`config.mk`:
```
export PLATFORM = sky130hd
export DESIGN_NAME = asm_pass_controller
export DESIGN_NICKNAME = d
export VERILOG_FILES = /design/src/rtl/asm_pass_controller.sv
export SDC_FILE = /design/constraint.sdc
export NUM_CORES = 1
export LEC_CHECK = 0
export CAP_MARGIN = 10
export CELL_PAD_IN_SITES_DETAIL_PLACEMENT = 1
export CELL_PAD_IN_SITES_GLOBAL_PLACEMENT = 2
export CORE_ASPECT_RATIO = 0.7
export CORE_MARGIN = 1
export CORE_UTILIZATION = 26
export DETAILED_ROUTE_END_ITERATION = 10
export PLACE_DENSITY = 0.76
export SYNTH_ARGS = -nofsm -noshare
export SYNTH_HDL_FRONTEND = slang
export SYNTH_SLANG_ARGS = --single-unit
```
`constraint.sdc`:
```
create_clock -name clk_in -period 2.1 [get_ports clk_in]
set_input_delay 0.525 -clock clk_in [delete_from_list [all_inputs] [get_ports clk_in]]
set_output_delay 0.525 -clock clk_in [all_outputs]
set_load 0.02 [all_outputs]
```
`src/rtl/asm_pass_controller.sv`:
```
// Two-pass assembler sequencer: pass 1 binds label PCs, pass 2 encodes lines and writes IMEM.
// Optional watchdog on outstanding parser/encoder requests: define ASM_CTRL_TIMEOUT_EN.
module asm_pass_controller #(
  parameter int unsigned IMEM_DEPTH     = 1024,
  parameter int unsigned LINE_W         = 12,
  parameter int unsigned TIMEOUT_CYCLES = 4096,
  localparam int unsigned ADDR_W        = $clog2(IMEM_DEPTH)
) (
  input  logic              clk_in,
  input  logic              rst_in,
  input  logic              start_in,
  output logic              line_rewind_out,
  output logic              line_req_out,
  input  logic              line_valid_in,
  input  logic [1:0]        line_kind_in,
  input  logic              line_err_in,
  output logic              label_wr_out,
  output logic [31:0]       label_pc_out,
  input  logic              label_full_in,
  output logic              enc_req_out,
  output logic [31:0]       enc_pc_out,
  input  logic              enc_done_in,
  input  logic              enc_err_in,
  input  logic [31:0]       enc_instr_in,
  output logic              imem_we_out,
  output logic [ADDR_W-1:0] imem_addr_out,
  output logic [31:0]       imem_data_out,
  output logic [2:0]        state_out,
  output logic [2:0]        err_code_out,
  output logic [LINE_W-1:0] err_line_out,
  output logic [ADDR_W:0]   instr_count_out
);

  typedef enum logic [2:0] {
    StIdle     = 3'd0,
    StPcMap    = 3'd1,
    StInstrMap = 3'd2,
    StError    = 3'd3,
    StSuccess  = 3'd4
  } state_e;

  typedef enum logic [1:0] {PhReq, PhWait, PhEnc} phase_e;

  localparam logic [1:0] KindBlank = 2'b00;
  localparam logic [1:0] KindLabel = 2'b01;
  localparam logic [1:0] KindInstr = 2'b10;
  localparam logic [1:0] KindEof   = 2'b11;

  localparam logic [2:0] ErrNone     = 3'd0;
  localparam logic [2:0] ErrParse    = 3'd1;
  localparam logic [2:0] ErrLblFull  = 3'd2;
  localparam logic [2:0] ErrEncode   = 3'd3;
  localparam logic [2:0] ErrOverflow = 3'd4;
  localparam logic [2:0] ErrCount    = 3'd5;
  localparam logic [2:0] ErrTimeout  = 3'd6;

  localparam logic [ADDR_W:0] DepthCnt = (ADDR_W + 1)'(IMEM_DEPTH);

  state_e              state_q;
  phase_e              phase_q;
  logic [31:0]         pc_q;
  logic [LINE_W-1:0]   line_cnt_q;
  logic [ADDR_W:0]     cnt_q;
  logic [ADDR_W:0]     instr_count_q;
  logic [2:0]          err_code_q;
  logic [LINE_W-1:0]   err_line_q;
  logic                line_rewind_q, line_req_q, label_wr_q, enc_req_q, imem_we_q;
  logic [31:0]         label_pc_q, enc_pc_q, imem_data_q;
  logic [ADDR_W-1:0]   imem_addr_q;
  logic                wd_fire;

`ifdef ASM_CTRL_TIMEOUT_EN
  localparam int unsigned WdW = $clog2(TIMEOUT_CYCLES + 1);
  logic           in_wait, resp;
  logic [WdW-1:0] wd_q;

  assign in_wait = ((state_q == StPcMap) || (state_q == StInstrMap)) && (phase_q != PhReq);
  assign resp    = (phase_q == PhEnc) ? enc_done_in : line_valid_in;

  always_ff @(posedge clk_in) begin
    if (rst_in || !in_wait || resp) wd_q <= '0;
    else                            wd_q <= wd_q + WdW'(1);
  end

  assign wd_fire = in_wait && !resp && (wd_q == WdW'(TIMEOUT_CYCLES - 1));
`else
  logic unused_timeout;
  assign unused_timeout = (TIMEOUT_CYCLES == 0);
  assign wd_fire        = 1'b0;
`endif

  always_ff @(posedge clk_in) begin
    if (rst_in) begin
      state_q       <= StIdle;
      phase_q       <= PhReq;
      pc_q          <= '0;
      line_cnt_q    <= '0;
      cnt_q         <= '0;
      instr_count_q <= '0;
      err_code_q    <= ErrNone;
      err_line_q    <= '0;
      line_rewind_q <= 1'b0;
      line_req_q    <= 1'b0;
      label_wr_q    <= 1'b0;
      enc_req_q     <= 1'b0;
      imem_we_q     <= 1'b0;
      label_pc_q    <= '0;
      enc_pc_q      <= '0;
      imem_addr_q   <= '0;
      imem_data_q   <= '0;
    end else begin
      line_rewind_q <= 1'b0;
      line_req_q    <= 1'b0;
      label_wr_q    <= 1'b0;
      enc_req_q     <= 1'b0;
      imem_we_q     <= 1'b0;
      unique case (state_q)
        StIdle, StError, StSuccess: begin
          if (start_in) begin
            state_q       <= StPcMap;
            phase_q       <= PhReq;
            pc_q          <= '0;
            line_cnt_q    <= '0;
            cnt_q         <= '0;
            instr_count_q <= '0;
            err_code_q    <= ErrNone;
            err_line_q    <= '0;
            line_rewind_q <= 1'b1;
          end
        end
        StPcMap: begin
          if (phase_q == PhReq) begin
            line_req_q <= 1'b1;
            phase_q    <= PhWait;
          end else if (line_valid_in) begin
            phase_q <= PhReq;
            if (line_kind_in != KindEof) line_cnt_q <= line_cnt_q + LINE_W'(1);
            if (line_err_in) begin
              state_q    <= StError;
              err_code_q <= ErrParse;
              err_line_q <= line_cnt_q;
            end else begin
              case (line_kind_in)
                KindLabel: begin
                  if (label_full_in) begin
                    state_q    <= StError;
                    err_code_q <= ErrLblFull;
                    err_line_q <= line_cnt_q;
                  end else begin
                    label_wr_q <= 1'b1;
                    label_pc_q <= pc_q;
                  end
                end
                KindInstr: begin
                  if (cnt_q == DepthCnt) begin
                    state_q    <= StError;
                    err_code_q <= ErrOverflow;
                    err_line_q <= line_cnt_q;
                  end else begin
                    pc_q  <= pc_q + 32'd4;
                    cnt_q <= cnt_q + (ADDR_W + 1)'(1);
                  end
                end
                KindEof: begin
                  instr_count_q <= cnt_q;
                  pc_q          <= '0;
                  line_cnt_q    <= '0;
                  line_rewind_q <= 1'b1;
                  state_q       <= StInstrMap;
                end
                default: ;
              endcase
            end
          end
        end
        StInstrMap: begin
          if (phase_q == PhReq) begin
            line_req_q <= 1'b1;
            phase_q    <= PhWait;
          end else if (phase_q == PhWait) begin
            if (line_valid_in) begin
              phase_q <= PhReq;
              if (line_kind_in != KindEof) line_cnt_q <= line_cnt_q + LINE_W'(1);
              if (line_err_in) begin
                state_q    <= StError;
                err_code_q <= ErrParse;
                err_line_q <= line_cnt_q;
              end else if (line_kind_in == KindInstr) begin
                enc_req_q <= 1'b1;
                enc_pc_q  <= pc_q;
                phase_q   <= PhEnc;
              end else if (line_kind_in == KindEof) begin
                // Both passes must agree on how many instructions the program holds.
                if (pc_q[31:2] == 30'(instr_count_q)) begin
                  state_q <= StSuccess;
                end else begin
                  state_q    <= StError;
                  err_code_q <= ErrCount;
                  err_line_q <= line_cnt_q;
                end
              end
            end
          end else if (enc_done_in) begin
            if (enc_err_in) begin
              state_q    <= StError;
              err_code_q <= ErrEncode;
              err_line_q <= line_cnt_q - LINE_W'(1);
            end else begin
              imem_we_q   <= 1'b1;
              imem_addr_q <= pc_q[ADDR_W+1:2];
              imem_data_q <= enc_instr_in;
              pc_q        <= pc_q + 32'd4;
              phase_q     <= PhReq;
            end
          end
        end
        default: state_q <= StIdle;
      endcase
      if (wd_fire) begin
        state_q    <= StError;
        err_code_q <= ErrTimeout;
        err_line_q <= (phase_q == PhEnc) ? line_cnt_q - LINE_W'(1) : line_cnt_q;
      end
    end
  end

  assign line_rewind_out = line_rewind_q;
  assign line_req_out    = line_req_q;
  assign label_wr_out    = label_wr_q;
  assign label_pc_out    = label_pc_q;
  assign enc_req_out     = enc_req_q;
  assign enc_pc_out      = enc_pc_q;
  assign imem_we_out     = imem_we_q;
  assign imem_addr_out   = imem_addr_q;
  assign imem_data_out   = imem_data_q;
  assign state_out       = state_q;
  assign err_code_out    = err_code_q;
  assign err_line_out    = err_line_q;
  assign instr_count_out = instr_count_q;

endmodule

```
After elaboration in Yosys (flattened, before gate mapping)
Cells that the tools add are included.
{ "totals": {"reg_bits": 197, "output_inout_bits": 140, "word_cells": 194} }
{ "op_classes": {"add_sub_neg": 4, "eq_ne": 40, "muxes": 102, "bitwise": 11, "reduce_logical": 20} }
{ "op_table": {"columns": ["op", "count"], "rows": [
  ["32-bit 2-to-1 mux", 9],
  ["12-bit 2-to-1 mux", 23],
  ["11-bit 2-to-1 mux", 10],
  ["32-bit case mux with 3 select lines", 1],
  ["3-bit 2-to-1 mux", 28],
  ["12-bit case mux with 3 select lines", 2],
  ["32-bit case mux with 2 select lines", 1],
  ["11-bit case mux with 2 select lines", 2],
  ["32-bit by 3-bit adder with 32-bit output, second input constant", 1],
  ["4-bit inequality test, second input constant", 8],
  ["30-bit by 11-bit == test with 1-bit output", 1],
  ["2-bit inequality test, second input constant", 14],
  ["3-bit case mux with 3 select lines", 3],
  ["12-bit case mux with 2 select lines", 1],
  ["6-bit AND reduction", 4],
  ["2-bit 2-to-1 mux", 10],
  ["3-bit inequality test, second input constant", 6],
  ["14-bit AND reduction", 1],
  ["7-bit AND reduction", 2],
  ["12-bit by 1-bit adder with 12-bit output, second input constant", 1],
  ["12-bit AND reduction", 1],
  ["6-bit OR reduction", 2],
  ["12-bit by 1-bit subtractor with 12-bit output, second input constant", 1],
  ["11-bit by 1-bit adder with 11-bit output, second input constant", 1],
  ["other kinds (22)", 44]
]} }

Logic depth before layout (Yosys ltp)
Gate-level depths: netlist (run 1).
{ "logic_depth": {"ltp_word": 9, "mapped_depth": 10, "mapped_depth_nobuf": 8} }

Worst setup path before layout (run 1)
OpenSTA, ideal clock, no wires.
{ "synth_path": {"path_kind": "input to register", "start": "in line_err_in", "end": "reg err_code_q[1] (netlist: err_code_out[1])", "setup_ps": 136, "arrival_time_ps": 1912, "required_time_ps": 1964, "path_slack_ps": 53, "stages": 8, "path_buffers": 2, "path_cell_list": "buf_1 -> nor4_1 -> and4_1 -> nand3_1 -> or3_1 -> buf_2 -> a21oi_1 -> a211oi_1"} }
{ "synth_via": {"elab_chain_len": 5, "word_cells_on_any_way": 15, "classes_between": "eq/ne (6); mux (8); reduce/logical (1)"} }
{ "synth_rtl": {"columns": ["element", "line_no", "rtl"], "rows": [
  ["start: declaration", "16", "input logic line_err_in,"],
  ["3-bit 2-to-1 mux", "184", "if (line_err_in) begin"],
  ["3-bit 2-to-1 mux", "181", "if (line_valid_in) begin"],
  ["3-bit 2-to-1 mux", "180", "end else if (phase_q == PhWait) begin"],
  ["3-bit 2-to-1 mux", "177", "if (phase_q == PhReq) begin"],
  ["3-bit case mux with 3 select lines", "117", "unique case (state_q)"],
  ["end signal: assignment", "126", "err_code_q <= ErrNone;"],
  ["end signal: assignment", "186", "err_code_q <= ErrParse;"],
  ["end signal: assignment", "198", "err_code_q <= ErrCount;"],
  ["end: declaration", "65", "logic [2:0] err_code_q;"]
]} }
Several ways; a longest one is shown, not always the timed one. The select of a mux whose other input is x is not followed.
A chain may end at the register's enable or synchronous reset.

Final worst setup path (run 1)
{ "layout_path": {"start": "reg pc_q[6]", "end": "reg err_line_q[1] (netlist: err_line_out[1])"} }
{ "layout_via": {"elab_chain_len": 3} }
{ "layout_rtl": {"columns": ["element", "line_no", "rtl"], "rows": [
  ["start: declaration", "61", "logic [31:0] pc_q;"],
  ["start signal: assignment", "160", "pc_q <= pc_q + 32'd4;"],
  ["start signal: assignment", "212", "pc_q <= pc_q + 32'd4;"],
  ["30-bit by 11-bit == test with 1-bit output", "194", "if (pc_q[31:2] == 30'(instr_count_q)) begin"],
  ["4-bit inequality test (no line)", null, null],
  ["14-bit AND reduction (no line)", null, null],
  ["end signal: assignment", "187", "err_line_q <= line_cnt_q;"],
  ["end signal: assignment", "199", "err_line_q <= line_cnt_q;"],
  ["end signal: assignment", "207", "err_line_q <= line_cnt_q - LINE_W'(1);"],
  ["end: declaration", "66", "logic [LINE_W-1:0] err_line_q;"]
]} }
Every way passes these cells.

==> results.py, run 1 <==
metrics = {
    "clock_network": {
        "cts-root-buf": "clkbuf_16",
        "clkTransAtPathRegs_ns": 0.08,
        "cts_tree": "yes",
        "clk_latency_ns": 0.45,
        "cts_max_path_buffers": 2,
        "numCtsBuffers": 17,
        "cts.sinks": 191,
        "htreeDepth": 4,
    },
    "power_and_ir_drop": {
        "peakVddDrop_mv": 0.530,
        "power.total_mw": 12.2,
        "p_per_area_nw_per_um2": 945,
        "p_leak_nw": 4.61,
    },
    "placement": {
        "gp_congestion": 0.899,
        "hpwl_um": 24000,
        "place_inst": 1762,
        "portBuffers": 177,
    },
    "floorplanning": {
        "dieWidth_um": 219,
        "dieArea_um2": 33800,
        "dieHeight_um": 154,
        "core_um2": 32400,
        "initial_core_util_pct": 26.5,
        "boundaryPins": 182,
        "num_rows": 55,
    },
    "run_status": {
        "violations": "negative setup slack",
        "status": "finished with violations",
    },
    "cells_and_area": {
        "area_growth_pct": 50.2,
        "layout-drive-gt1-share_pct": 20.6,
        "final_nets": 1418,
        "final_cells": 1811,
        "fill_cells": 3820,
    },
    "synth": {
        "synth_top_cells_by_area": "dfxtp_1 (45%), nand2_1 (11%), a21oi_1 (8.5%), xnor2_1 (3.5%), nor2_1 (3.2%)",
        "synth_top_area_share_pct": 44.5,
        "ys_seq_area_share_pct": 44.5,
        "syn-instance-count": 1092,
        "synthArstFlopShare_pct": 0,
        "synth_edf_count": 0,
        "synth_warnings": 0,
        "ys_ff_latch": 191,
        "synth_most_common_cell": "nand2_1",
        "syn_avg_cell_area_um2": 7.87,
        "ys.flop_type": "dfxtp_1",
        "yosysTopAreaCell": "dfxtp_1",
        "synth.distinct_cells": 69,
        "ys_top_cells_by_count": "nand2_1 (247), dfxtp_1 (191), a21oi_1 (146)",
        "syn_area_um2": 8590,
    },
    "routing": {
        "drt_iter0_drc": 446,
        "vias": 8722,
        "vias_per_cell": 4.82,
        "post-route-drc-count": 0,
        "wl_per_cell_um": 18.1,
        "first_pass_iters": 5,
        "drt-total-wl_um": 32700,
        "postRouteAntennaNets": 0,
    },
    "grt": {
        "grt_start_max_net_pins": 58,
        "grt_pass1_vias": 8745,
        "grt.total_usage_pct": 19.4,
        "overflow": 0,
        "antenna_found_initial": 1,
        "grt_pass1_wl_um": 50800,
    },
    "sta": {
        "drv_slew": 0,
        "finalCriticalPeriod_ns": 2.11,
        "fmax_mhz": 475,
        "layout_setup_ws_ns": -0.00540,
        "worstMarginPinSlew_ns": 0.495,
        "finClkSkew_ns": 0.0171,
        "setup_violations": 1,
        "finalHoldViolCount": 0,
        "min_period_over_period_pct": 100,
        "maxSlewHeadroom_pct": 66.8,
        "rsz0062_at_grt": "true",
    },
    "critical_path": {
        "required_ns": 2.45,
        "crit_type": "flip-flop to flip-flop",
        "worstReg2RegStart": "pc_q[6]$_SDFFE_PP0P_",
        "critPathMaxFanout": 12,
        "r2r-end": "err_line_out[1]$_SDFFE_PP0P_",
        "r2r_slack_ns": -0.005,
        "critPathLaunch": "pc_q[6]$_SDFFE_PP0P_",
        "crit_arrival_ns": 2.46,
        "cp-start-kind": "flip-flop",
        "endpoint": "err_line_out[1]$_SDFFE_PP0P_",
        "end_kind": "flip-flop",
        "rr_worst_depth": 9,
    },
    "worst_hold_path": {
        "hold_path.class": "flip-flop to flip-flop",
    },
    "job": {
        "maxCapViolations": 0,
    },
}
## cell families (layout without fill, tap and decap cells)
kind of cell,Yosys count,count (layout),share of synthesized area (%)
simple gates,507,508,27.7
compound gates,223,223,15.1
flops,191,191,44.5
buf+inv,107,394,5.84
xor+xnor,53,53,5.40
fa+ha+maj,6,6,0.874
mux,4,4,0.466
other cells,1,5,0.0437
## metrics by stage
step | utilization [%] | hold WS, ns | setup TNS, ns | setup WS, ns | instance area, um^2
after floorplan | - | 0.468 | 0 | 0.0528 | 8600
after global placement | 36.3 | 0.439 | -60.64 | -0.746 | 11800
after detailed placement | 36.3 | 0.447 | -66.78 | -0.845 | 11800
after CTS | 38.7 | 0.457 | -0.0259 | -0.0189 | 12600
after global routing | 39.8 | 0.476 | -0.264 | -0.0610 | 12900
final | 39.8 | 0.453 | -0.00540 | -0.00540 | 12900
## registers in the layout, indices dropped and copies added (netlist names)
signal           cells
err_code_out         3
imem_data_out       32
pc_q                30
label_wr_out         1
enc_req_out          1
line_req_out         1
line_rewind_out      1
line_cnt_q          12
imem_we_out          1
imem_addr_out       10
cnt_q               11
state_out            3
err_line_out        12
label_pc_out        30
instr_count_out     11
enc_pc_out          30
phase_q              2
## power breakdown
part / leakage (nW) / internal, mW / switching, mW
combinational: 2.78 / 2.14 / 2.89
clock: 0.284 / 1.73 / 1.56
sequential: 1.55 / 3.75 / 0.121
## routing by layer
metal	global-route usage, %	wire length [um]	up-vias
met5	0	0	-
met4	5.09	366	0
met3	3.09	1440	25
met2	28.3	14100	159
met1	29.1	16800	4254
li1	-	-	4284
## area by class of cell
cell class	count	area [um^2]	share of cell area [%]
multi-input combinational	798	4660	36.1
sequential	191	3840	29.8
timing repair buffer	351	3250	25.2
tap	427	534	4.14
clock buffer	19	453	3.51
clock inverter	13	126	0.980
inverter	11	41.3	0.320
antenna	1	2.50	0.0194
## how the worst min path moves through the flow
stage | cells past startpoint | to | slack [ns] | start
after global placement | 2 | label_pc_out[10]$_SDFFE_PP0P_ | 0.44 | label_pc_out[10]$_SDFFE_PP0P_
after CTS | 2 | enc_pc_out[9]$_SDFFE_PP0P_ | 0.46 | enc_pc_out[9]$_SDFFE_PP0P_
after detailed placement | 2 | enc_pc_out[9]$_SDFFE_PP0P_ | 0.45 | enc_pc_out[9]$_SDFFE_PP0P_
after global routing | 2 | enc_pc_out[6]$_SDFFE_PP0P_ | 0.48 | enc_pc_out[6]$_SDFFE_PP0P_
final | 2 | enc_pc_out[8]$_SDFFE_PP0P_ | 0.45 | enc_pc_out[8]$_SDFFE_PP0P_
after floorplan | 2 | instr_count_out[10]$_SDFFE_PP0P_ | 0.47 | cnt_q[10]$_SDFFE_PP0P_
## critical path, cell delays in order, from the launching register on
cell and delay [ns]:
dfxtp_4 0.36, xor2_1 0.15, nor4_2 0.30, buf_4 0.17
nand3_2 0.11, buf_4 0.18, nor3_4 0.25, nor2_4 0.08
buf_12 0.15, a211oi_1 0.27
## timing repair
item	in CTS	in global routing
hold buffers	0	0
resized for setup	39	58
cloned	1	1
endpoints found under the setup margin	53	83
hold endpoints to repair	0	0
setup buffers	9	6
pin swaps	6	14
## cell usage in the layout, fill, tap and decap left out, types with 6 or more instances in the layout
master             n
xor2_1            19
clkbuf_16         17
a211oi_1           6
nand2_1          247
inv_1             11
nor4_1             9
nand3_1           42
nor4_2            16
a31oi_1            6
nor2_1            72
nand2b_1          13
nand4_1           19
clkdlybuf4s50_1  165
dfxtp_2            7
nor3_1            22
nor2b_1            7
xnor2_1           34
o21ai_0           20
buf_12            10
buf_4            160
and3_1             7
dfxtp_1          182
a21oi_1          145
and2_1             6
No activity file was read; power rests on OpenSTA's default activity.
==> run 2: changes to the inputs <==
CORE_ASPECT_RATIO = 0.75   (was 0.7)
==> results.py, run 2 (same netlist as run 1, synthesis figures left out) <==
metrics = {
    "routing": {
        "postRouteAntennaNets": 0,
        "drt_iter0_drc": 446,
        "wl_per_cell_um": 17.6,
        "post-route-drc-count": 0,
        "vias": 8689,
        "first_pass_iters": 6,
        "drt-total-wl_um": 32100,
        "vias_per_cell": 4.76,
    },
    "job": {
        "maxCapViolations": 0,
    },
    "cells_and_area": {
        "largest_reg_flops": 32,
        "final_nets": 1418,
        "area_growth_pct": 50.0,
        "layout_common_cells": "nand2_1 (247), dfxtp_1 (187), clkdlybuf4s50_1 (160), buf_4 (160), a21oi_1 (141)",
        "final_common_cell": "nand2_1",
        "layout-drive-gt1-share_pct": 20.2,
        "final_cells": 1826,
    },
    "clock_network": {
        "htreeDepth": 4,
        "ctsHoldBuffers": 0,
        "cts_tree": "yes",
        "cts_max_path_buffers": 2,
        "clkTransAtPathRegs_ns": 0.08,
        "numCtsBuffers": 17,
        "clk_latency_ns": 0.45,
        "cts.sinks": 191,
        "cts-root-buf": "clkbuf_16",
    },
    "floorplanning": {
        "dieArea_um2": 33800,
        "core_um2": 32400,
        "dieHeight_um": 159,
        "boundaryPins": 182,
        "dieWidth_um": 212,
        "initial_core_util_pct": 26.5,
        "num_rows": 57,
    },
    "grt": {
        "antenna_found_initial": 0,
        "grt_start_max_net_pins": 95,
        "grt_pass1_vias": 8802,
        "grt_pass1_wl_um": 49700,
        "grt.total_usage_pct": 18.9,
        "overflow": 0,
    },
    "critical_path": {
        "required_ns": 2.43,
        "worstReg2RegStart": "state_out[1]$_SDFFE_PP0P_",
        "r2r-end": "err_line_out[11]$_SDFFE_PP0P_",
        "critPathMaxFanout": 8,
        "end_kind": "flip-flop",
        "crit_type": "flip-flop to flip-flop",
        "r2r_slack_ns": 0.04,
        "cp-start-kind": "flip-flop",
        "rr_worst_depth": 8,
        "crit_arrival_ns": 2.39,
    },
    "run_status": {
        "status": "complete, no violations",
    },
    "sta": {
        "drv_slew": 0,
        "setup_violations": 0,
        "finalCriticalPeriod_ns": 2.06,
        "setup-tns-final_ns": 0,
        "worstMarginPinSlew_ns": 0.711,
        "finClkSkew_ns": 0.00814,
        "min_period_over_period_pct": 98.2,
        "fin_hold_ws_ns": 0.453,
        "finalHoldViolCount": 0,
        "fmax_mhz": 485,
        "rsz0062_at_grt": "true",
        "maxSlewHeadroom_pct": 52.2,
    },
    "placement": {
        "gp_congestion": 0.928,
        "hpwl_um": 23300,
        "portBuffers": 177,
        "place_inst": 1779,
    },
    "power_and_ir_drop": {
        "p_per_area_nw_per_um2": 926,
        "p_leak_nw": 4.65,
        "peakVddDrop_mv": 0.508,
        "power.total_mw": 11.9,
    },
    "worst_hold_path": {
        "holdPathStages": 2,
        "hold_path.class": "flip-flop to flip-flop",
        "whs_endpoint": "imem_data_out[31]$_SDFFE_PP0P_",
        "hp-start": "imem_data_out[31]$_SDFFE_PP0P_",
    },
}
[run 2: stage by stage]
step | worst slack (ns) | cell area [um^2] | util, %
final | 0.0388 | 12900 | 39.7
after global routing | -0.0282 | 12900 | 39.7
after floorplan | 0.0528 | 8600 | -
after detailed placement | -0.771 | 11800 | 36.4
after CTS | -0.0538 | 12500 | 38.6
after global placement | -0.789 | 11800 | 36.4
[run 2: layer usage]
layer | track usage, % | wire length (um) | up-vias
li1 | - | - | 4268
met1 | 28.2 | 16800 | 4249
met2 | 28.0 | 13800 | 160
met3 | 3.39 | 1290 | 12
met4 | 4.02 | 211 | 0
met5 | 0 | 0 | -
[run 2: power breakdown]
part	leakage (nW)	total, mW	internal [mW]	switching, mW
Clock	0.276	3.19	1.59	1.61
Sequential	1.54	3.86	3.75	0.107
Combinational	2.83	4.88	2.08	2.80
[run 2: worst max-delay path, cell delays in order (launching register included)]
cell and delay (ns):
dfxtp_2 0.41, buf_4 0.19, nand2b_1 0.20, a2111o_1 0.21, o311a_4 0.22, nand4_1 0.19
buf_4 0.21, o21ai_0 0.21, o41ai_2 0.11
[run 2: cell type report]
class / count / area (um^2)
clock buffer: 18 / 439
antenna: 1 / 2.50
multi-input combinational: 797 / 4670
inverter: 11 / 41.3
fill: 3873 / 19600
tap: 442 / 553
timing repair buffer: 352 / 3240
sequential: 191 / 3830
clock inverter: 14 / 119
[run 2: timing repair]
action	4_1_cts	5_1_grt
setup buffers	3	11
setup endpoints to repair	115	88
gates resized for setup	36	57
pin swaps	5	17
[run 2: worst max-delay path by stage]
stage,start,to,slack [ns],cells past startpoint
floorplan,line_err_in,err_code_out[1]$_SDFFE_PP0P_,0.05,8
global placement,line_err_in,err_code_out[2]$_SDFFE_PP0P_,-0.79,9
detailed placement,line_err_in,err_code_out[2]$_SDFFE_PP0P_,-0.77,9
CTS,pc_q[6]$_SDFFE_PP0P_,pc_q[23]$_SDFFE_PP0P_,-0.05,8
global route,pc_q[6]$_SDFFE_PP0P_,pc_q[31]$_SDFFE_PP0P_,-0.03,9
finish,state_out[1]$_SDFFE_PP0P_,err_line_out[11]$_SDFFE_PP0P_,0.04,8
==> run 3: changes to the inputs <==
CORE_UTILIZATION = 27   (was 26)
CTS_BUF_LIST = sky130_fd_sc_hd__clkbuf_8   (was not set)
PLACE_DENSITY = 0.79   (was 0.76)
==> results.py, run 3 (same netlist as run 1, synthesis figures left out) <==
metrics = {
    "critical_path": {
        "rr_worst_depth": 8,
        "r2r_slack_ns": 0.04,
        "cp-start-kind": "primary input",
        "required_ns": 2.46,
        "critPathLaunch": "line_err_in",
        "crit_arrival_ns": 2.46,
        "crit_type": "primary input to flip-flop",
        "worstReg2RegStart": "instr_count_out[2]$_SDFFE_PP0P_",
        "r2r-end": "err_code_out[1]$_SDFFE_PP0P_",
        "critPathMaxFanout": 7,
        "end_kind": "flip-flop",
    },
    "routing": {
        "wl_met1_um": 16700,
        "postRouteAntennaNets": 0,
        "met3WireLength_um": 1420,
        "wl_per_cell_um": 18.2,
        "top_layer_used": "met4",
        "first_pass_iters": 5,
        "vias_per_cell": 4.89,
        "post-route-drc-count": 0,
        "drt-total-wl_um": 32700,
        "vias": 8748,
        "route.met2.wl_um": 14200,
        "drt_iter0_drc": 449,
    },
    "clock_network": {
        "cts-root-buf": "clkbuf_8",
        "cts_max_path_buffers": 2,
        "htreeDepth": 4,
        "clkTransAtPathRegs_ns": 0.11,
        "ctsHoldBuffers": 0,
        "clk_latency_ns": 0.49,
        "cts_tree": "yes",
        "numCtsBuffers": 17,
        "cts.sinks": 191,
    },
    "cells_and_area": {
        "n_antenna_cell": 0,
        "layout-drive-gt1-share_pct": 22.3,
        "final_common_cell": "nand2_1",
        "layout_common_cells": "nand2_1 (247), dfxtp_1 (181), buf_4 (158)",
        "fill_cells": 3705,
        "largest_reg_flops": 32,
        "area_growth_pct": 49.6,
        "final_nets": 1419,
        "fin_util_pct": 41.1,
    },
    "power_and_ir_drop": {
        "clkPwrFrac_pct": 20.3,
        "power_switching_share_pct": 40.6,
        "peakVddDrop_mv": 0.413,
        "power.total_mw": 11.6,
        "p_leak_nw": 4.58,
        "pwr-share-seq_pct": 33.4,
        "p_per_area_nw_per_um2": 906,
        "p_int_mw": 6.92,
        "p_sw_mw": 4.72,
        "power_frac_comb_pct": 46.3,
    },
    "placement": {
        "hpwl_um": 23500,
        "portBuffers": 177,
        "gp_congestion": 0.912,
        "dp_slack_ns": -0.636,
    },
    "sta": {
        "finClkSkew_ns": 0.0154,
        "maxSlewHeadroom_pct": 59.3,
        "rsz0062_at_grt": "true",
        "min_period_over_period_pct": 99.9,
        "worstMarginPinSlew_ns": 0.606,
        "setup_violations": 0,
        "layout_setup_ws_ns": 0.00263,
        "fmax_mhz": 477,
        "drv_slew": 0,
        "finalHoldViolCount": 0,
        "finalCriticalPeriod_ns": 2.10,
    },
    "floorplanning": {
        "core_um2": 31300,
        "dieWidth_um": 208,
        "dieArea_um2": 32500,
        "num_rows": 56,
        "initial_core_util_pct": 27.5,
        "dieHeight_um": 156,
        "boundaryPins": 182,
    },
    "grt": {
        "grt_pass1_wl_um": 49400,
        "grt_start_max_net_pins": 55,
        "grt_pass1_vias": 8611,
        "antenna_found_initial": 0,
        "grt.total_usage_pct": 19.5,
        "overflow": 0,
    },
    "worst_hold_path": {
        "hold_path.class": "primary input to flip-flop",
        "whs_endpoint": "err_line_out[4]$_SDFFE_PP0P_",
        "holdPathStages": 2,
        "hp-start": "rst_in",
    },
    "run_status": {
        "status": "complete, no violations",
    },
    "job": {
        "maxCapViolations": 0,
    },
}
-- run 3: cell types whose count changed in the layout (fill, tap and decap cells not counted), sizes merged --
| cell | before | now |
|---|---|---|
| clkinvlp | 1 | 2 |
| dlygate4sd2 | 11 | 14 |
| diode | 1 | 0 |
| and4 | 3 | 4 |
| buf | 176 | 175 |
| clkdlybuf4s50 | 160 | 157 |
-- run 3: worst max path at each step --
| stage | to | cells past startpoint |
|---|---|---|
| final | err_code_out[1]$_SDFFE_PP0P_ | 9 |
| after global routing | err_code_out[1]$_SDFFE_PP0P_ | 8 |
| after CTS | pc_q[21]$_SDFFE_PP0P_ | 9 |
| after detailed placement | err_line_out[0]$_SDFFE_PP0P_ | 9 |
| after global placement | err_line_out[5]$_SDFFE_PP0P_ | 9 |
| after floorplan | err_code_out[1]$_SDFFE_PP0P_ | 8 |
-- run 3: final cells by class --
cell class	count	area, um^2	area share [%]
clock inverter	15	128	0.993
inverter	11	41.3	0.321
sequential	191	3840	29.9
multi-input combinational	798	4870	37.9
tap	406	508	3.95
clock buffer	17	234	1.82
timing repair buffer	352	3230	25.2
-- run 3: power by group through the flow --
stage | registers (mW) | logic (mW) | clock network (mW)
2_1_floorplan | 4.01 | 2.26 | 0
3_3_place_gp | 3.93 | 4.05 | 0
3_5_place_dp | 3.94 | 4.11 | 0
4_1_cts | 3.87 | 4.32 | 2.48
5_1_grt | 3.91 | 5.72 | 2.60
6_report | 3.89 | 5.39 | 2.36
-- run 3: per-stage QoR --
step | area [um^2] | cells | hold slack, ns | TNS, ns
floorplan | 8600 | 1095 | 0.468 | 0
global placement | 11700 | 1739 | 0.439 | -55.40
detailed placement | 11700 | 1739 | 0.447 | -61.54
CTS | 12200 | 1776 | 0.383 | 0
global route | 12900 | 1790 | 0.399 | -0.575
finish | 12900 | 1790 | 0.423 | 0
-- run 3: critical path, stage by stage --
cell	delay, ns
clkdlybuf4s50_1	0.40
buf_4	0.18
nor4_2	0.17
and4_1	0.25
nand3_2	0.11
or3_4	0.43
buf_12	0.17
a21oi_2	0.15
a211oi_2	0.06
-- run 3: timing repair --
action | in CTS | in global routing
setup endpoints to repair | 66 | 100
endpoints found under the hold margin | 0 | 0
pin swaps | 5 | 24
resized for setup | 39 | 111
cloned | 1 | 2
setup buffers | 4 | 12
-- run 3: per-layer routing --
metal	GRT usage [%]	up-vias
li1	-	4271
met1	28.6	4269
met2	29.5	186
met3	3.81	22
met4	3.99	0
met5	0	-
